--- src/rtl/vending_machine_multi.sv ---
// -----------------------------------------------------------------------------
// vending_machine_multi
//
// Parametrised vending controller. It accepts nickel, dime, quarter and dollar
// strobes into a binary credit accumulator and dispenses one item when the
// credit reaches PRICE. Any remainder, or the full credit on a cancel, is
// returned greedily as a stream of one coin per cycle (25/10/5).
//
// Parameters
//   PRICE     item price in cents. It must be a multiple of 5 and lie in the
//             range 5..2^CREDIT_W-101.
//   CREDIT_W  width of the credit register. It must hold PRICE+99.
//
// Ports
//   clock        system clock, rising edge
//   rstn         asynchronous active-low reset
//   N_in         nickel (5c) accepted strobe
//   Dm_in        dime (10c) accepted strobe
//   Q_in         quarter (25c) accepted strobe
//   D_in         dollar (100c) accepted strobe
//   Cancel       refund request strobe
//   Dispense     one-cycle pulse: release one item
//   Change       one-cycle pulse: return one coin of type Change_coin
//   Change_coin  0=nickel, 1=dime, 2=quarter; 0 when Change=0
//   Reject       one-cycle pulse: the coin presented is bounced back
//   Credit       current credit in cents (accrued, or change still owed)
//   Busy         high while paying out change
//
// All outputs are registered. A response appears in the cycle after the edge
// that samples the input.
// -----------------------------------------------------------------------------
module vending_machine_multi #(
   parameter int PRICE    = 75,
   parameter int CREDIT_W = 8
) (
   input  logic                clock,
   input  logic                rstn,
   input  logic                N_in,
   input  logic                Dm_in,
   input  logic                Q_in,
   input  logic                D_in,
   input  logic                Cancel,
   output logic                Dispense,
   output logic                Change,
   output logic [1:0]          Change_coin,
   output logic                Reject,
   output logic [CREDIT_W-1:0] Credit,
   output logic                Busy
);

   typedef enum logic {
      ACCUM  = 1'b0,
      CHANGE = 1'b1
   } state_t;

   // The sum is computed one bit wider so that the PRICE comparison can never
   // wrap, even if the parameters are set at the edge of the legal range.
   localparam logic [CREDIT_W:0] PRICE_X = (CREDIT_W+1)'(PRICE);

   localparam logic [1:0] COIN_NICKEL  = 2'd0;
   localparam logic [1:0] COIN_DIME    = 2'd1;
   localparam logic [1:0] COIN_QUARTER = 2'd2;

   state_t              state;
   logic [2:0]          coin_cnt;
   logic                any_coin;
   logic [CREDIT_W:0]   coin_val;
   logic [CREDIT_W:0]   sum;
   logic [CREDIT_W:0]   over;
   logic [CREDIT_W-1:0] pay_val;
   logic [1:0]          pay_code;
   logic [CREDIT_W-1:0] pay_rem;
   logic                pay_last;

   // ---------------------------------------------------------------------------
   // Coin decode
   // ---------------------------------------------------------------------------
   assign coin_cnt = 3'(N_in) + 3'(Dm_in) + 3'(Q_in) + 3'(D_in);
   assign any_coin = (coin_cnt != 3'd0);

   // The value is only consumed when exactly one strobe is high, so the
   // priority order here does not matter functionally.
   always_comb begin
      coin_val = '0;
      if (D_in)       coin_val = (CREDIT_W+1)'(100);
      else if (Q_in)  coin_val = (CREDIT_W+1)'(25);
      else if (Dm_in) coin_val = (CREDIT_W+1)'(10);
      else if (N_in)  coin_val = (CREDIT_W+1)'(5);
   end

   assign sum  = {1'b0, Credit} + coin_val;
   assign over = sum - PRICE_X;

   // ---------------------------------------------------------------------------
   // Greedy payout selection
   // ---------------------------------------------------------------------------
   always_comb begin
      pay_val  = CREDIT_W'(5);
      pay_code = COIN_NICKEL;
      if (Credit >= CREDIT_W'(25)) begin
         pay_val  = CREDIT_W'(25);
         pay_code = COIN_QUARTER;
      end else if (Credit >= CREDIT_W'(10)) begin
         pay_val  = CREDIT_W'(10);
         pay_code = COIN_DIME;
      end
   end

   // Owed change is always a multiple of 5. The "<=" test still guarantees
   // that a corrupted credit value drains to zero rather than wrapping.
   assign pay_last = (Credit <= pay_val);
   assign pay_rem  = pay_last ? '0 : (Credit - pay_val);

   // ---------------------------------------------------------------------------
   // Controller: state, credit and all pulse outputs are registered together
   // ---------------------------------------------------------------------------
   always_ff @(posedge clock or negedge rstn) begin
      if (!rstn) begin
         state       <= ACCUM;
         Credit      <= '0;
         Dispense    <= 1'b0;
         Change      <= 1'b0;
         Change_coin <= COIN_NICKEL;
         Reject      <= 1'b0;
         Busy        <= 1'b0;
      end else begin
         Dispense    <= 1'b0;
         Change      <= 1'b0;
         Change_coin <= COIN_NICKEL;
         Reject      <= 1'b0;

         case (state)
            ACCUM: begin
               if (Cancel && (Credit != '0)) begin
                  // Cancel wins. A coin offered in the same cycle is bounced.
                  state  <= CHANGE;
                  Busy   <= 1'b1;
                  Reject <= any_coin;
               end else if (coin_cnt > 3'd1) begin
                  Reject <= 1'b1;
               end else if (coin_cnt == 3'd1) begin
                  if (sum >= PRICE_X) begin
                     Dispense <= 1'b1;
                     Credit   <= CREDIT_W'(over);
                     if (over != '0) begin
                        state <= CHANGE;
                        Busy  <= 1'b1;
                     end
                  end else begin
                     Credit <= CREDIT_W'(sum);
                  end
               end
            end

            CHANGE: begin
               // Exactly one reject pulse per cycle, however many strobes are
               // high. Cancel has no effect while change is being paid out.
               Reject      <= any_coin;
               Change      <= 1'b1;
               Change_coin <= pay_code;
               Credit      <= pay_rem;
               if (pay_last) begin
                  state <= ACCUM;
                  Busy  <= 1'b0;
               end
            end

            default: begin
               state  <= ACCUM;
               Busy   <= 1'b0;
               Credit <= '0;
            end
         endcase
      end
   end

endmodule

--- config.mk ---
export PLATFORM = sky130hd
export DESIGN_NAME = vending_machine_multi
export DESIGN_NICKNAME = d
export VERILOG_FILES = /design/src/rtl/vending_machine_multi.sv
export SDC_FILE = /design/constraint.sdc
export NUM_CORES = 1
export LEC_CHECK = 0
export ABC_AREA = 1
export CAP_MARGIN = 5
export CORE_UTILIZATION = 40
export DETAILED_ROUTE_END_ITERATION = 6
export PLACE_DENSITY = 0.66
export SYNTH_ARGS = -nofsm -noshare
export SYNTH_HDL_FRONTEND = slang
export SYNTH_SLANG_ARGS = --single-unit
--- constraint.sdc ---
create_clock -name clock -period 2.7 [get_ports clock]
set_input_delay 0.27 -clock clock [delete_from_list [all_inputs] [get_ports clock]]
set_output_delay 0.27 -clock clock [all_outputs]
set_load 0.03 [all_outputs]
# Word-level counts from Yosys, hierarchy flattened

Cells that the tools add are included.

Add/sub/neg operators: 6
Order comparisons: 5
Eq/ne operators: 9
Multiplexer cells: 38
Bitwise logic cells: 1
Reductions and logical operators: 6

Operator list:

| kind                                                                             | count |
|---|---|
| 8-bit two-way mux                                                                | 5 |
| 1-bit two-way mux                                                                | 21 |
| 8-bit case mux with 2 select lines                                               | 1 |
| 3-bit inequality test (second input constant)                                    | 4 |
| 5-bit two-way mux                                                                | 2 |
| 8-bit by 9-bit adder with 9-bit output                                           | 1 |
| 9-bit by 7-bit >= comparator with 1-bit output (second input constant)           | 1 |
| 9-bit two-way mux                                                                | 1 |
| 9-bit nonzero test                                                               | 1 |
| 9-bit by 7-bit subtractor with 9-bit output (second input constant)              | 1 |
| 8-bit by 4-bit >= comparator with 1-bit output (second input constant)           | 1 |
| 8-bit by 5-bit >= comparator with 1-bit output (second input constant)           | 1 |
| 8-bit <= comparator                                                              | 1 |
| 4-bit two-way mux                                                                | 2 |
| 8-bit nonzero test                                                               | 1 |
| 8-bit subtractor                                                                 | 1 |
| 2-bit inequality test (second input constant)                                    | 3 |
| 1-bit case mux with 2 select lines                                               | 3 |
| 5-bit AND reduction                                                              | 1 |
| 2-bit two-way mux                                                                | 2 |
| 2-bit by 1-bit adder with 3-bit output                                           | 1 |
| 3-bit by 1-bit adder with 3-bit output                                           | 1 |
| 3-bit by 1-bit == test with 1-bit output (second input constant)                 | 1 |
| 3-bit by 1-bit greater-than comparator with 1-bit output (second input constant) | 1 |
| 7 further kinds                                                                  | 7 |

Flip-flop bits (word level): 15
Output and inout port bits: 14
Logic and storage cells: 72

# Depth between registers and ports, before layout

Gate-level depths: netlist (run 1).

Word-level depth: 13
Gate-level depth with buffers: 23
Gate-level depth less buffers: 23

# Least setup slack after synthesis (run 1)

OpenSTA, ideal clock, no wires.

Path kind: register to register
Start: register Credit[6]
End: register Credit[5]
Arrival: 2.710 ns
Slack: -0.133 ns
Cell stages (with the launch flop): 19
Buffers on the path: 0
Clock period less this slack: 2.833 ns
Path through: dfrtp_1 -> nor2_1 -> nand2_1 -> nor2_1 -> inv_1 -> nor2_1 -> inv_1 -> nand2_1 -> ha_1 -> inv_1 -> fa_1 -> nand2_1 -> nand2_1 -> a21oi_1 -> o2111ai_1 -> nand3_1 -> inv_1 -> a21oi_1 -> a21oi_2

Longest elaborated chain between the ends: 7

RTL lines:

| item                                           | RTL line | RTL |
|---|---|---|
| from (decl)                                    | 47       | `output logic [CREDIT_W-1:0] Credit,` |
| from (signal assigned)                         | 144      | `Credit <= CREDIT_W'(over);` |
| from (signal assigned)                         | 150      | `Credit <= CREDIT_W'(sum);` |
| from (signal assigned)                         | 161      | `Credit <= pay_rem;` |
| 8-bit by 9-bit adder with 9-bit output         | 91       | `assign sum = {1'b0, Credit} + coin_val;` |
| 9-bit by 7-bit >= comparator with 1-bit output | 142      | `if (sum >= PRICE_X) begin` |
| 8-bit two-way mux                              | 142      |  |
| 8-bit two-way mux                              | 141      | `end else if (coin_cnt == 3'd1) begin` |
| 8-bit two-way mux                              | 139      | `end else if (coin_cnt > 3'd1) begin` |
| 8-bit two-way mux                              | 134      | `if (Cancel && (Credit != '0)) begin` |
| 8-bit case mux with 2 select lines             | 132      | `case (state)` |

Several ways; a longest one is shown, not always the timed one. The select of a mux whose other input is x is not followed.
A chain may end at the register's enable or synchronous reset.

# Worst setup path in the final report (run 1)

Start: register Credit[7]
End: register Busy

Longest elaborated chain between the ends: 6

RTL lines:

| item                                                                           | RTL line | RTL |
|---|---|---|
| branches (longest 6 deep; another with 8-bit by 9-bit adder with 9-bit output) | n/a      |  |
| to (signal assigned)                                                           | 125      | `Busy <= 1'b0;` |
| to (signal assigned)                                                           | 137      | `Busy <= 1'b1;` |
| to (signal assigned)                                                           | 147      | `Busy <= 1'b1;` |
| to (decl)                                                                      | 48       | `output logic Busy` |

Several ways; the timed one is not identified.

==> results.toml, run 1 <==
[grt]
grt_util_all_layers_pct = 24.46
grt_max_degree = 16
grt-ovfl-total = 0
grt_pass1_wl_microns = 8445
antenna_found_initial = 0
grt_pass1_vias = 1913

[timing]
fin_skew_ns = 0.005861
hold_viol_final = 0
final-setup-viol-count = 0
fin_crit_ns = 2.642
finalWorstSetupSlack_ns = 0.05802
fin_crit_sh_pct = 97.85
worst-slew-pin-transition_ns = 0.7514
drv_slew = 0
maxSlewHeadroom_pct = 49.75
max_freq_ghz = 0.3785
rsz0062_at_grt = "true"

[placement]
port_buffers = 20
place_hpwl_microns = 3891
pre_cts_ws_ns = -0.4814
place_congestion = 0.8633

[layout]
drive_gt1_share_pct = 41.53
n_antenna_cell = 0
nets = 394
final_util_pct = 70.06
syn_to_final_growth_pct = 63.90
layout_common_cells = "nand2_1, buf_4, inv_1"

[clock_tree]
cts_tree = "done"
clk_latency_ns = 0.26
clk_pin_slew_ns = 0.07
h-tree-depth = 1
cts.sinks = 15
cts_root_buffer = "clkbuf_8"
clk_path_buf_depth = 2
ctsHoldBuffers = 0
cts_buffers = 3

[critical_path]
critPathKind = "flop to flop"
end_kind = "flop"
cp_cell_sequence = "nor2_4 > nand2_2 > nor2_2 > inv_2 > nor2_4 > inv_2 > nand2_2 > ha_4 > inv_2 > fa_2 > nand2_1 > nand2_1 > a21oi_2 > o2111ai_2 > nand3_2 > buf_4 > buf_4 > nand2_1 > nand2_1 > nand2_1"
critical_path.startpoint_type = "flop"
crit_fanout = 6
cp.required_ns = 2.85
arrival_ns = 2.79
cp_slowest_cell = "dfrtp_2"
cp_common_cell = "nand2_1"
path_buf_inv = 5
crit_family = "simple AND/OR/NAND/NOR gates"
critPathMaxStageDelay_ns = 0.43

[route]
detail_route.vias_per_cell = 5.099
drcViolationCount = 0
drtAntennaViolNets = 0
first_pass_iters = 4
drt_iter0_markers = 120
wl_per_cell_microns = 13.36
via_count = 2121
drt-total-wl_microns = 5557

[synthesis]
synth.net_count = 298
ys_ff_latch = 15
synthTopCellsByArea = "dfrtp_1, nand2_1, ha_1, inv_1, a21oi_1"
syn-cell-area_sq_um = 1747
synthCells = 271
netlist.area_leader.share_pct = 21.49
ys_types = 32
yosysWarningCount = 0
syn_avg_cell_area_sq_um = 6.445
ys_seq_area_share_pct = 21.49
yosysTopAreaCell = "dfrtp_1"

[die]
die_w_microns = 68.08
core_sq_um = 4086
initial_utilization_pct = 42.74
std_cell_rows = 23
die_h_microns = 68.08
design.die.area_sq_um = 4635
pin_count = 21

[worst_hold_path]
hold_path.class = "input port to asynchronous set/reset pin"

[outcome]
status = "complete, no violations"

[run]
maxCapViolCount = 0
cell usage after synthesis:
cell / count
ha_1: 17
a21oi_1: 22
o2111ai_1: 1
inv_2: 2
fa_1: 3
nor2_2: 2
xnor2_1: 1
nand3b_1: 1
o21ai_2: 1
nor3_1: 3
a21oi_2: 5
o211ai_1: 1
or2_2: 1
o21a_1: 1
dfrtp_1: 15
clkinv_1: 1
a31oi_1: 1
inv_1: 41
xor2_1: 2
nor2_1: 22
a22oi_1: 1
nor2_4: 1
buf_6: 1
o41ai_1: 2
nand3_1: 19
o31a_1: 1
nand2_2: 5
o21ai_0: 7
nand2_4: 2
o21ai_1: 3
nand4_1: 5
nand2_1: 81
area by class of cell:
class	instances	area (sq um)
clock inverter	1	5.005
timing repair buffer	91	735.7
fill	338	1224
tap	50	62.56
clock buffer	3	41.29
sequential	15	379.1
multi-input combinational	212	1474
inverter	44	165.2
metrics by stage:
stage          hold slack, ns  setup TNS, ns  area [sq um]  std cells
3_5_place_dp           0.5233         -4.411          2452        399
2_1_floorplan        -0.02559              0          1758        271
5_1_grt                0.5103        -0.5961          2863        416
3_3_place_gp           0.4795         -4.197          2452        399
6_report               0.4493              0          2863        416
4_1_cts                0.4783              0          2628        409
final timing paths:
kind / slack [ns] / cells after the start / to / startpoint
min in group clock: 0.55 / 2 / Busy / Busy
min reg2reg: 0.55 / 2 / Busy / Busy
max: 0.06 / 20 / Busy / Credit[7]
max reg2reg: 0.06 / 20 / Busy / Credit[7]
max in group asynchronous: 1.73 / 1 / Credit[6] / rstn
min: 0.45 / 1 / Busy / rstn
routing by layer:
| metal | global-route usage [%] | routed length, microns |
|---|---|---|
| met1 | 32.22 | 2602 |
| met2 | 40.56 | 2658 |
| met3 | 4.167 | 174 |
| met4 | 7.031 | 121 |
| met5 | 0 | 0 |
cells by family (layout without fill, tap and decap cells):
logic type | count (synthesis) | in the layout | share of synthesized area, %
XOR/XNOR | 3 | 3 | 1.505
adder cells (fa/ha/maj) | 20 | 20 | 15.62
AND/OR/NAND/NOR | 142 | 143 | 35.46
flip-flops | 15 | 15 | 21.49
AO/OA/AOI/OAI | 46 | 46 | 15.83
buffers and inverters | 45 | 139 | 10.10
state kept, by name, summed over array words and instances, names as in the netlist:
register / cells
Change: 1
Change_coin: 2
Credit: 8
Reject: 1
state: 1
Busy: 1
Dispense: 1
repair_timing:
item,4_1_cts,5_1_grt
resized for setup,29,46
buffers inserted,5,7
pin swaps,23,21
setup endpoints to repair,11,11
endpoints found under the hold margin,0,0
cloned,1,0
Power of run 1 is not shown: default switching activity piles up to over one toggle a cycle in this logic, so the estimate is an artifact.
==> run 2: changes to the inputs <==
CORE_MARGIN = 5   (was unset)
==> results.toml, run 2 (synthesized netlist as in run 1, its figures left out) <==
[timing]
max_freq_ghz = 0.3832
worst-slew-pin-transition_ns = 0.7060
fin_skew_ns = 0.001365
hold_ws_ns = 0.4433
final-setup-viol-count = 0
maxSlewHeadroom_pct = 52.79
hold_viol_final = 0
drv_slew = 0
fin_crit_ns = 2.610
fin_crit_sh_pct = 96.65
rsz0062_at_grt = "true"

[critical_path]
cp.required_ns = 2.85
cp-startpoint = "Credit[6]"
critPathKind = "flop to flop"
reg2reg_from = "Credit[6]"
crit_fanout = 6
end_kind = "flop"
critical_path.startpoint_type = "flop"
arrival_ns = 2.76

[die]
die_w_microns = 76.08
std_cell_rows = 24
die_h_microns = 76.08
initial_utilization_pct = 40.68
pin_count = 21
core_sq_um = 4294
design.die.area_sq_um = 5788

[clock_tree]
clk_path_buf_depth = 2
ctsHoldBuffers = 0
h-tree-depth = 1
cts_tree = "done"
cts_root_buffer = "clkbuf_8"
cts.sinks = 15
clk_latency_ns = 0.25
clk_pin_slew_ns = 0.06
cts_buffers = 3

[route]
drt-total-wl_microns = 4913
wl_per_cell_microns = 12.07
drcViolationCount = 0
drt_iter0_markers = 83
via_count = 1970
drtAntennaViolNets = 0
first_pass_iters = 4
detail_route.vias_per_cell = 4.840

[outcome]
status = "complete, no violations"

[layout]
nets = 383
syn_to_final_growth_pct = 56.23
n_antenna_cell = 0
layout_common_cells = "nand2_1, buf_4, inv_1"
final_common_cell = "nand2_1"
largest_reg_flops = 8
regMostFlops = "Credit"
top_regs = "Credit x8, Change_coin x2"
fillers = 385
drive_gt1_share_pct = 38.03

[placement]
port_buffers = 20
place_hpwl_microns = 3829
place_congestion = 0.8712

[grt]
grt_util_all_layers_pct = 17.14
grt_max_degree = 16
grt-ovfl-total = 0
grt_pass1_wl_microns = 8473
antenna_found_initial = 0
grt_pass1_vias = 1958

[run]
maxCapViolCount = 0

[worst_hold_path]
hold_path.class = "input port to asynchronous set/reset pin"
run 2: per-stage QoR:
| step | instances | utilization, % | setup slack (ns) | instance area [sq um] | setup TNS [ns] |
|---|---|---|---|---|---|
| after floorplan | 271 | - | 0.01517 | 1758 | 0 |
| after global placement | 394 | 55.94 | -0.3949 | 2402 | -2.903 |
| after detailed placement | 394 | 55.94 | -0.4399 | 2402 | -3.775 |
| after CTS | 403 | 59.67 | 0.004222 | 2562 | 0 |
| after global routing | 407 | 63.55 | -0.1142 | 2729 | -0.8152 |
| final | 407 | 63.55 | 0.09043 | 2729 | 0 |
run 2: routing by layer:
metal	routed length, microns	track usage (%)
met1	2206	21.12
met2	2516	30.74
met3	105	1.891
met4	85	5.594
met5	0	0
run 2: layout make-up:
type	instances	area (sq um)	area share (%)
clock buffers	4	45.04	1.651
inverters	44	172.7	6.327
multi-input cells	211	1399	51.26
flip-flops and latches	15	379.1	13.89
well taps	52	65.06	2.384
repair buffers	81	668.1	24.48
run 2: critical path: stages (launching register included):
cell	delay, ns
dfrtp_2	0.42
nor2_4	0.13
nand2_2	0.07
nor2_2	0.07
inv_1	0.06
nor2_2	0.15
inv_2	0.07
nand2_4	0.07
ha_4	0.13
inv_4	0.03
fa_2	0.35
nand2_1	0.06
nand2_1	0.05
a21oi_2	0.21
o2111ai_2	0.19
nand3_4	0.15
inv_4	0.07
nand2_1	0.05
o21ai_1	0.05
nand2_1	0.08
nand2_1	0.04
run 2: repair_timing:
action	4_1_cts	5_1_grt
buffers inserted	5	4
resized for setup	31	40
pin swaps	23	25
endpoints found under the setup margin	11	11
run 2: worst paths after layout:
path	endpoint	slack, ns	cells past startpoint
setup / recovery	Credit[1]	0.09	20
hold / removal	Change_coin[1]	0.44	1
setup reg to reg	Credit[1]	0.09	20
hold reg to reg	Busy	0.51	2
max in group asynchronous	Credit[6]	1.77	1
min in group clock	Busy	0.51	2
Power of run 2 is left out for the same reason.
